$ cat config.mk
export PLATFORM = sky130hd
export DESIGN_NAME = vend_change_dispenser
export DESIGN_NICKNAME = d
export VERILOG_FILES = /design/src/rtl/vend_pkg.sv /design/src/rtl/vend_coin_select.sv /design/src/rtl/vend_change_dispenser.sv
export SDC_FILE = /design/constraint.sdc
export NUM_CORES = 1
export LEC_CHECK = 0
export ABC_AREA = 0
export BUFFER_PORTS_ARGS = -buffer_cell sky130_fd_sc_hd__buf_2
export CAP_MARGIN = 20
export CORE_UTILIZATION = 35
export CTS_BUF_LIST = sky130_fd_sc_hd__clkbuf_16
export CTS_CLUSTER_DIAMETER = 50
export CTS_CLUSTER_SIZE = 28
export DETAILED_ROUTE_END_ITERATION = 10
export PLACE_DENSITY = 0.51
export SLEW_MARGIN = 20
export SYNTH_ARGS = -nofsm -noshare
export SYNTH_HDL_FRONTEND = slang
export SYNTH_SLANG_ARGS = --single-unit
$ cat constraint.sdc
create_clock -name clk -period 6.8 [get_ports clk]
set_input_delay 1.36 -clock clk [delete_from_list [all_inputs] [get_ports clk]]
set_output_delay 1.36 -clock clk [all_outputs]
set_load 0.01 [all_outputs]
$ cat src/rtl/vend_pkg.sv
// rtl/vend_pkg.sv - shared coin encodings, values, FSM states and money width for vending blocks
package vend_pkg;

    localparam int MONEY_W = 16;

    typedef enum logic [1:0] {
        NICKEL  = 2'd0,
        DIME    = 2'd1,
        QUARTER = 2'd2,
        DOLLAR  = 2'd3
    } denom_t;

    localparam logic [MONEY_W-1:0] VAL_NICKEL  = 16'd5;
    localparam logic [MONEY_W-1:0] VAL_DIME    = 16'd10;
    localparam logic [MONEY_W-1:0] VAL_QUARTER = 16'd25;
    localparam logic [MONEY_W-1:0] VAL_DOLLAR  = 16'd100;

    typedef enum logic [1:0] {
        ST_IDLE   = 2'd0,
        ST_SELECT = 2'd1,
        ST_ISSUE  = 2'd2,
        ST_DONE   = 2'd3
    } state_t;

    function automatic logic [MONEY_W-1:0] coin_value(input logic [1:0] d);
        logic [MONEY_W-1:0] v;
        case (denom_t'(d))
            NICKEL:  v = VAL_NICKEL;
            DIME:    v = VAL_DIME;
            QUARTER: v = VAL_QUARTER;
            default: v = VAL_DOLLAR;
        endcase
        return v;
    endfunction

endpackage

$ cat src/rtl/vend_coin_select.sv
// rtl/vend_coin_select.sv - picks the largest usable coin not exceeding the remaining change
module vend_coin_select
    import vend_pkg::*;
(
    input  logic [MONEY_W-1:0] remaining,
    input  logic [3:0]         hopper_empty,
    input  logic [3:0]         hopper_fault,
    output logic               found,
    output logic [1:0]         sel
);

    // Ascending scan: the last qualifying index is the largest denomination.
    always_comb begin
        found = 1'b0;
        sel   = 2'd0;
        for (int i = 0; i < 4; i++) begin
            if (!hopper_empty[i] && !hopper_fault[i] && (coin_value(2'(i)) <= remaining)) begin
                found = 1'b1;
                sel   = 2'(i);
            end
        end
    end

endmodule

$ cat src/rtl/vend_change_dispenser.sv
// rtl/vend_change_dispenser.sv - pays change largest-coin-first over a hopper req/ack handshake
module vend_change_dispenser
    import vend_pkg::*;
#(
    parameter int ACK_TIMEOUT = 255
)
(
    input  logic               clk,
    input  logic               reset,
    input  logic [MONEY_W-1:0] change_amount,
    input  logic               change_valid,
    output logic               change_ready,
    input  logic [3:0]         hopper_empty,
    output logic               coin_req,
    output logic [1:0]         coin_sel,
    input  logic               coin_ack,
    output logic               done,
    output logic               short,
    output logic [MONEY_W-1:0] shortfall,
    output logic [7:0]         coins_issued,
    output logic [3:0]         hopper_fault
);

    localparam logic [7:0] TIMER_LAST = 8'(ACK_TIMEOUT - 1);

    state_t             state, state_nxt;
    logic [MONEY_W-1:0] remaining;
    logic [7:0]         timer;
    logic               pick_found;
    logic [1:0]         pick_sel;
    logic               timed_out;

    vend_coin_select u_select (
        .remaining    (remaining),
        .hopper_empty (hopper_empty),
        .hopper_fault (hopper_fault),
        .found        (pick_found),
        .sel          (pick_sel)
    );

    assign timed_out = (timer == TIMER_LAST);

    always_ff @(posedge clk or negedge reset) begin
        if (!reset) begin
            state <= ST_IDLE;
        end else begin
            state <= state_nxt;
        end
    end

    always_comb begin
        state_nxt    = state;
        change_ready = 1'b0;
        coin_req     = 1'b0;
        done         = 1'b0;
        case (state)
            ST_IDLE: begin
                change_ready = 1'b1;
                if (change_valid) state_nxt = ST_SELECT;
            end
            ST_SELECT: begin
                state_nxt = pick_found ? ST_ISSUE : ST_DONE;
            end
            ST_ISSUE: begin
                coin_req = 1'b1;
                // Ack takes priority over a coincident timeout.
                if (coin_ack || timed_out) state_nxt = ST_SELECT;
            end
            default: begin
                done      = 1'b1;
                state_nxt = ST_IDLE;
            end
        endcase
    end

    always_ff @(posedge clk or negedge reset) begin
        if (!reset) begin
            remaining    <= '0;
            timer        <= '0;
            coin_sel     <= 2'd0;
            short        <= 1'b0;
            shortfall    <= '0;
            coins_issued <= '0;
            hopper_fault <= '0;
        end else begin
            case (state)
                ST_IDLE: begin
                    if (change_valid) begin
                        remaining    <= change_amount;
                        coins_issued <= '0;
                        short        <= 1'b0;
                        shortfall    <= '0;
                    end
                end
                ST_SELECT: begin
                    timer <= '0;
                    if (pick_found) begin
                        coin_sel <= pick_sel;
                    end else begin
                        // Result is published as DONE is entered so it is valid alongside done.
                        short     <= (remaining != '0);
                        shortfall <= remaining;
                    end
                end
                ST_ISSUE: begin
                    if (coin_ack) begin
                        remaining <= remaining - coin_value(coin_sel);
                        if (coins_issued != 8'hFF) coins_issued <= coins_issued + 8'd1;
                    end else if (timed_out) begin
                        hopper_fault[coin_sel] <= 1'b1;
                    end else begin
                        timer <= timer + 8'd1;
                    end
                end
                default: ;
            endcase
        end
    end

endmodule
Word-level counts from Yosys, hierarchy flattened:

Cells that the tools add are included.

* input port bits: 24
* output and inout bits: 34
* bits in registers: 57
* word-level logic and storage cells: 99

* equality and inequality tests: 13
* $lt $le $gt $ge: 6
* $add $sub $neg: 3
* reductions and logical operators: 32
* mux-type cells: 35
* bitwise logic cells: 2

Operator list (count)
* 16-bit 2-to-1 mux: 6
* 16-bit case mux with 2 select lines: 2
* 8-bit 2-to-1 mux: 5
* 8-bit case mux with 2 select lines: 2
* 7-bit case mux with 3 select lines: 1
* 8-bit by 1-bit adder with 8-bit output, second input constant: 2
* 3-bit by 16-bit less-or-equal comparator with 1-bit output, first input constant: 1
* 4-bit by 16-bit less-or-equal comparator with 1-bit output, first input constant: 1
* 5-bit by 16-bit less-or-equal comparator with 1-bit output, first input constant: 1
* 7-bit by 16-bit less-or-equal comparator with 1-bit output, first input constant: 1
* 16-bit nonzero test: 1
* 16-bit subtractor: 1
* 2-bit inequality test, second input constant: 7
* 1-bit 2-to-1 mux: 12
* 3-bit AND reduction: 4
* 1-bit logical AND: 9
* 8-bit == test, second input constant: 1
* 1-bit logical NOT: 8
* 2-bit 2-to-1 mux: 4
* 8-bit inequality test, second input constant: 1
* 2-bit case mux with 3 select lines: 1
* 2-bit nonzero test: 3
* 2-bit by 1-bit == test with 1-bit output, second input constant: 2
* 2-bit == test, second input constant: 2
* 11 further kinds: 13

Depth between registers and ports, before layout:

* word-level depth: 9
* gate-level depth with buffers: 10
* depth with buffers taken out: 10

Hierarchy:

A second synthesis with hierarchy kept.

* cells, all modules: 335
* area, all modules: 3186.8 sq um

Modules (own cells, without submodules)
* vend_change_dispenser: sequential area each 1426.4 sq um, area each 3049.2 sq um, times used 1, cells an instance 314
* vend_coin_select: sequential area each 0.0 sq um, area each 137.6 sq um, times used 1, cells an instance 21

Worst setup path before layout:

No wires, ideal clock.

* path kind: in2reg
* start: in coin_ack
* end: reg remaining[13]
* setup slack: 3.954 ns
* stages on the path: 7
* required time: 6.674 ns
* arrival time: 2.720 ns
* library setup time: 0.126 ns
* path buffers: 1
* cell sequence: mux2i_1 > or2_2 > clkbuf_1 > or3_1 > nor3_1 > nor2_1 > a221o_1

* longest elaborated chain between the ends: 2

Ends and longest elaborated chain
* start, declared: RTL line vend_change_dispenser.sv:16 `input logic coin_ack,`
* 2-bit inequality test (no line)
* 3-bit AND reduction (no line)
* end signal, assigned: RTL line vend_change_dispenser.sv:89 `remaining <= change_amount;`
* end signal, assigned: RTL line vend_change_dispenser.sv:107 `remaining <= remaining - coin_value(coin_sel);`
* end, declared: RTL line vend_change_dispenser.sv:27 `logic [MONEY_W-1:0] remaining;`

Every way passes these cells.
A chain may end at the register's enable or synchronous reset.

Final worst setup path:

* start: reg state[0]
* end: out coin_req

* longest elaborated chain between the ends: 2

Ends and longest elaborated chain
* start, declared: RTL line vend_change_dispenser.sv:26 `state_t state, state_nxt;`
* start signal, assigned: RTL line vend_change_dispenser.sv:47 `state <= state_nxt;`
* 2-bit == test: RTL line vend_change_dispenser.sv:56 `case (state)`
* 1-bit 2-to-1 mux: RTL line vend_change_dispenser.sv:56
* end, declared: RTL line vend_change_dispenser.sv:14 `output logic coin_req,`

Every way passes these cells.

==> metrics.md <==
| Metric | Value |
|---|---|
| Status | `finished clean` |
| Total negative slack | `0 ns` |
| Register area | `0.00143 mm²` |
| Worst setup path class | `flip-flop to output pin` |
| Port bufs | `57` |
| Clock root cell | `clkbuf_16` |
| #FFs+latches synth | `57` |
| Slew Viols, Final | `0` |
| Required @ worst endpoint | `5.44 ns` |
| Final setup vio count | `0` |
| P&R area growth vs syn | `20.7%` |
| Ys flop type | `dfrtp_1` |
| Die width | `97.0 µm` |
| Syn Std Cell Area | `0.00316 mm²` |
| Initial cell density of the core | `36.2%` |
| DRT Pass-1 Iters | `4` |
| Via count | `2735` |
| Non-filler cells, final | `519` |
| Reg power frac | `32.0%` |
| Most frequent cells in the layout | `57 x dfrtp_1, 57 x buf_2, 56 x nand2_1` |
| Worst hold path class | `flip-flop to flip-flop` |
| Die ar. | `0.00941 mm²` |
| Grt total ovfl | `0` |
| HPWL after DPL | `5.71 mm` |
| Largest cells by area after synthesis | `dfrtp_1 45%, nand2_1 6.7%, ha_1 5.5%` |
| MaxCap Viol Count | `0` |
| Post-CTS Hold Fix Bufs | `0` |
| Slew HR | `35.5%` |
| Area share of the largest cell type after synthesis | `45.1%` |
| Grt met1 use | `25.9%` |
| ANT nets after route | `0` |
| I/O pin count | `58` |
| Worst-path clk slew | `0.05 ns` |
| Met3 Use GR | `3.83%` |
| CTS tree | `yes` |
| Internal power | `0.00103 W` |
| R2R depth | `9` |
| Worst setup SP type | `flip-flop` |
| Fill count | `872` |
| Global-route wire length before repair | `13.4 mm` |
| Vias in the first global route | `2636` |
| Crit Path Max Fanout | `21` |
| Crit path DAT | `2.13 ns` |
| Gr busiest metal | `met2` |
| Syn Area/Cell | `8.98 µm²` |
| F_max | `0.286 GHz` |
| Register area share after synthesis | `45.1%` |
| Top cell type by total area after synthesis | `dfrtp_1` |
| Worst vdd ir | `0.222 mV` |
| Via/cell ratio | `5.27` |
| Max Clock Skew | `0.00673 ns` |
| Leakage | `1.82 nW` |
| Ys async rst share | `100%` |
| Wire per inst | `15.3 µm` |
| RSZ-0062 raised after global routing | `false` |
| YS warnings | `0` |
| Post-route cell area | `0.00381 mm²` |
| Cell variety after synth | `50` |
| Largest net degree at the start of global routing | `58` |
| Slew @ Worst Pin | `0.964 ns` |
| Min Tclk post-route | `3.49 ns` |
| Hold path cells | `1` |
| DRC errors left | `0` |
| Core area | `0.00872 mm²` |
| Post-Syn Instances | `352` |
| Met2 GRT Util | `26.0%` |
| Post-CTS Setup Bufs | `0` |
| GPL Wtd Cong | `0.825` |
| Hold_ws | `0.486 ns` |
| Pwr dens | `452 mW/mm²` |
| Clk_lat worst skew | `0.32 ns` |
| Antenna diodes | `0` |
| Comb power frac | `41.1%` |
| Syn nets | `391` |
| CP endpoint kind | `output pin` |
| FP Rows | `34` |
| Layout cells sized above 1 | `18.5%` |
| Number of synthesized flops with an enable pin | `0` |
| Net Sw Frac | `40.4%` |
| Clock buffer depth | `2` |
| CTS Buf Count | `9` |
| Hold Fails Final Rpt | `0` |
| Total Wirelength | `7.93 mm` |
| Nets | `445` |
| Multi-input logic area | `0.00160 mm²` |
| DRC marker count from the first detailed-route iteration | `103` |
| Cell area after placement | `0.00351 mm²` |
| Initial antenna violation count | `0` |
| Clock network fraction of total power | `26.9%` |
| Net Switching | `0.000696 W` |
| Gr usage total | `17.9%` |
| Htree depth | `3` |
| Post-CTS Resized | `0` |
| CTS Sinks | `57` |
| Crit share post-route | `51.4%` |
| Die height | `97.0 µm` |
| Inst Count DP | `503` |
==> routing by layer <==
metal / vias up / share of wire, % / routed length (µm)
met4: 0 / 1.7 / 138
li1: 1362 / - / -
met2: 79 / 43 / 3450
met3: 11 / 5.7 / 451
met1: 1283 / 49 / 3900
met5: - / 0 / 0
==> path summary, 6_finish.rpt <==
path                                      start              end  slack, ns
worst max-delay path                   state[0]         coin_req       3.31
worst min-delay path            hopper_fault[3]  hopper_fault[3]       0.49
worst max register to register      coin_sel[0]    remaining[14]       3.84
worst min register to register  hopper_fault[3]  hopper_fault[3]       0.49
max in group asynchronous                 reset         timer[1]       5.13
min in group asynchronous                 reset    shortfall[14]       1.18
==> logic make-up (layout without fill, tap and decap cells) <==
logic type               count (synthesis)  count (layout)  synth area share (%)
XOR/XNOR                                15              15                  4.16
AND/OR/NAND/NOR                        147             147                  22.3
AO/OA/AOI/OAI                           88              88                  17.6
flip-flops                              57              57                  45.1
adder cells (fa/ha/maj)                 15              15                  6.18
multiplexers                             1               1                 0.317
buffers and inverters                   29              88                  4.28
==> synth_stat cells, types with 3 or more instances <==
cell,instances
clkbuf_1,10
a31oi_1,3
xnor2_1,7
inv_1,13
nor3_1,12
ha_1,14
nor2b_1,3
and2_1,4
o22ai_1,4
a211oi_1,4
nand2b_1,3
nand2_1,56
o21ai_0,31
a21o_1,6
xor2_1,8
a21oi_1,16
buf_6,3
a311oi_1,5
nand3_1,10
nor2_1,33
or2_2,4
dfrtp_1,57
nand4_1,7
o31a_1,3
==> state kept, by name, indices dropped and copies added, names as in the netlist <==
signal	flops
state	2
shortfall	16
coin_sel	2
short	1
timer	8
remaining	16
hopper_fault	4
coins_issued	8
==> area by class of cell <==
| cell class | count | share of cell area [%] |
|---|---|---|
| Multi-Input combinational cell | 266 | 41.9 |
| Inverter | 13 | 1.28 |
| Sequential cell | 57 | 37.4 |
| Clock buffer | 9 | 5.91 |
| Tap cell | 108 | 3.54 |
| Clock inverter | 7 | 2.07 |
| Timing Repair Buffer | 59 | 7.88 |
==> worst max-delay path, stage by stage (launching register included) <==
cell and delay [ns]:
dfrtp_1 0.43, nand2b_1 0.60, inv_1 0.50, buf_2 0.28
==> power by group through the flow <==
| stage | clock [W] | combinational [W] | sequential [W] |
|---|---|---|---|
| 2_1_floorplan | 0 | 0.000540 | 0.000525 |
| 6_report | 0.000463 | 0.000709 | 0.000552 |
| 5_1_grt | 0.000489 | 0.000803 | 0.000570 |
| 4_1_cts | 0.000470 | 0.000711 | 0.000551 |
| 3_3_place_gp | 0 | 0.000703 | 0.000555 |
| 3_5_place_dp | 0 | 0.000707 | 0.000556 |
==> per-stage QoR <==
stage	setup WS [ns]	power, W	util (%)
CTS	3.28	0.00173	43.7
global route	3.02	0.00186	43.7
global placement	3.62	0.00126	40.2
finish	3.31	0.00172	43.7
detailed placement	3.58	0.00126	40.2
floorplan	3.95	0.00107	-
(Power assumes the default switching activity.)
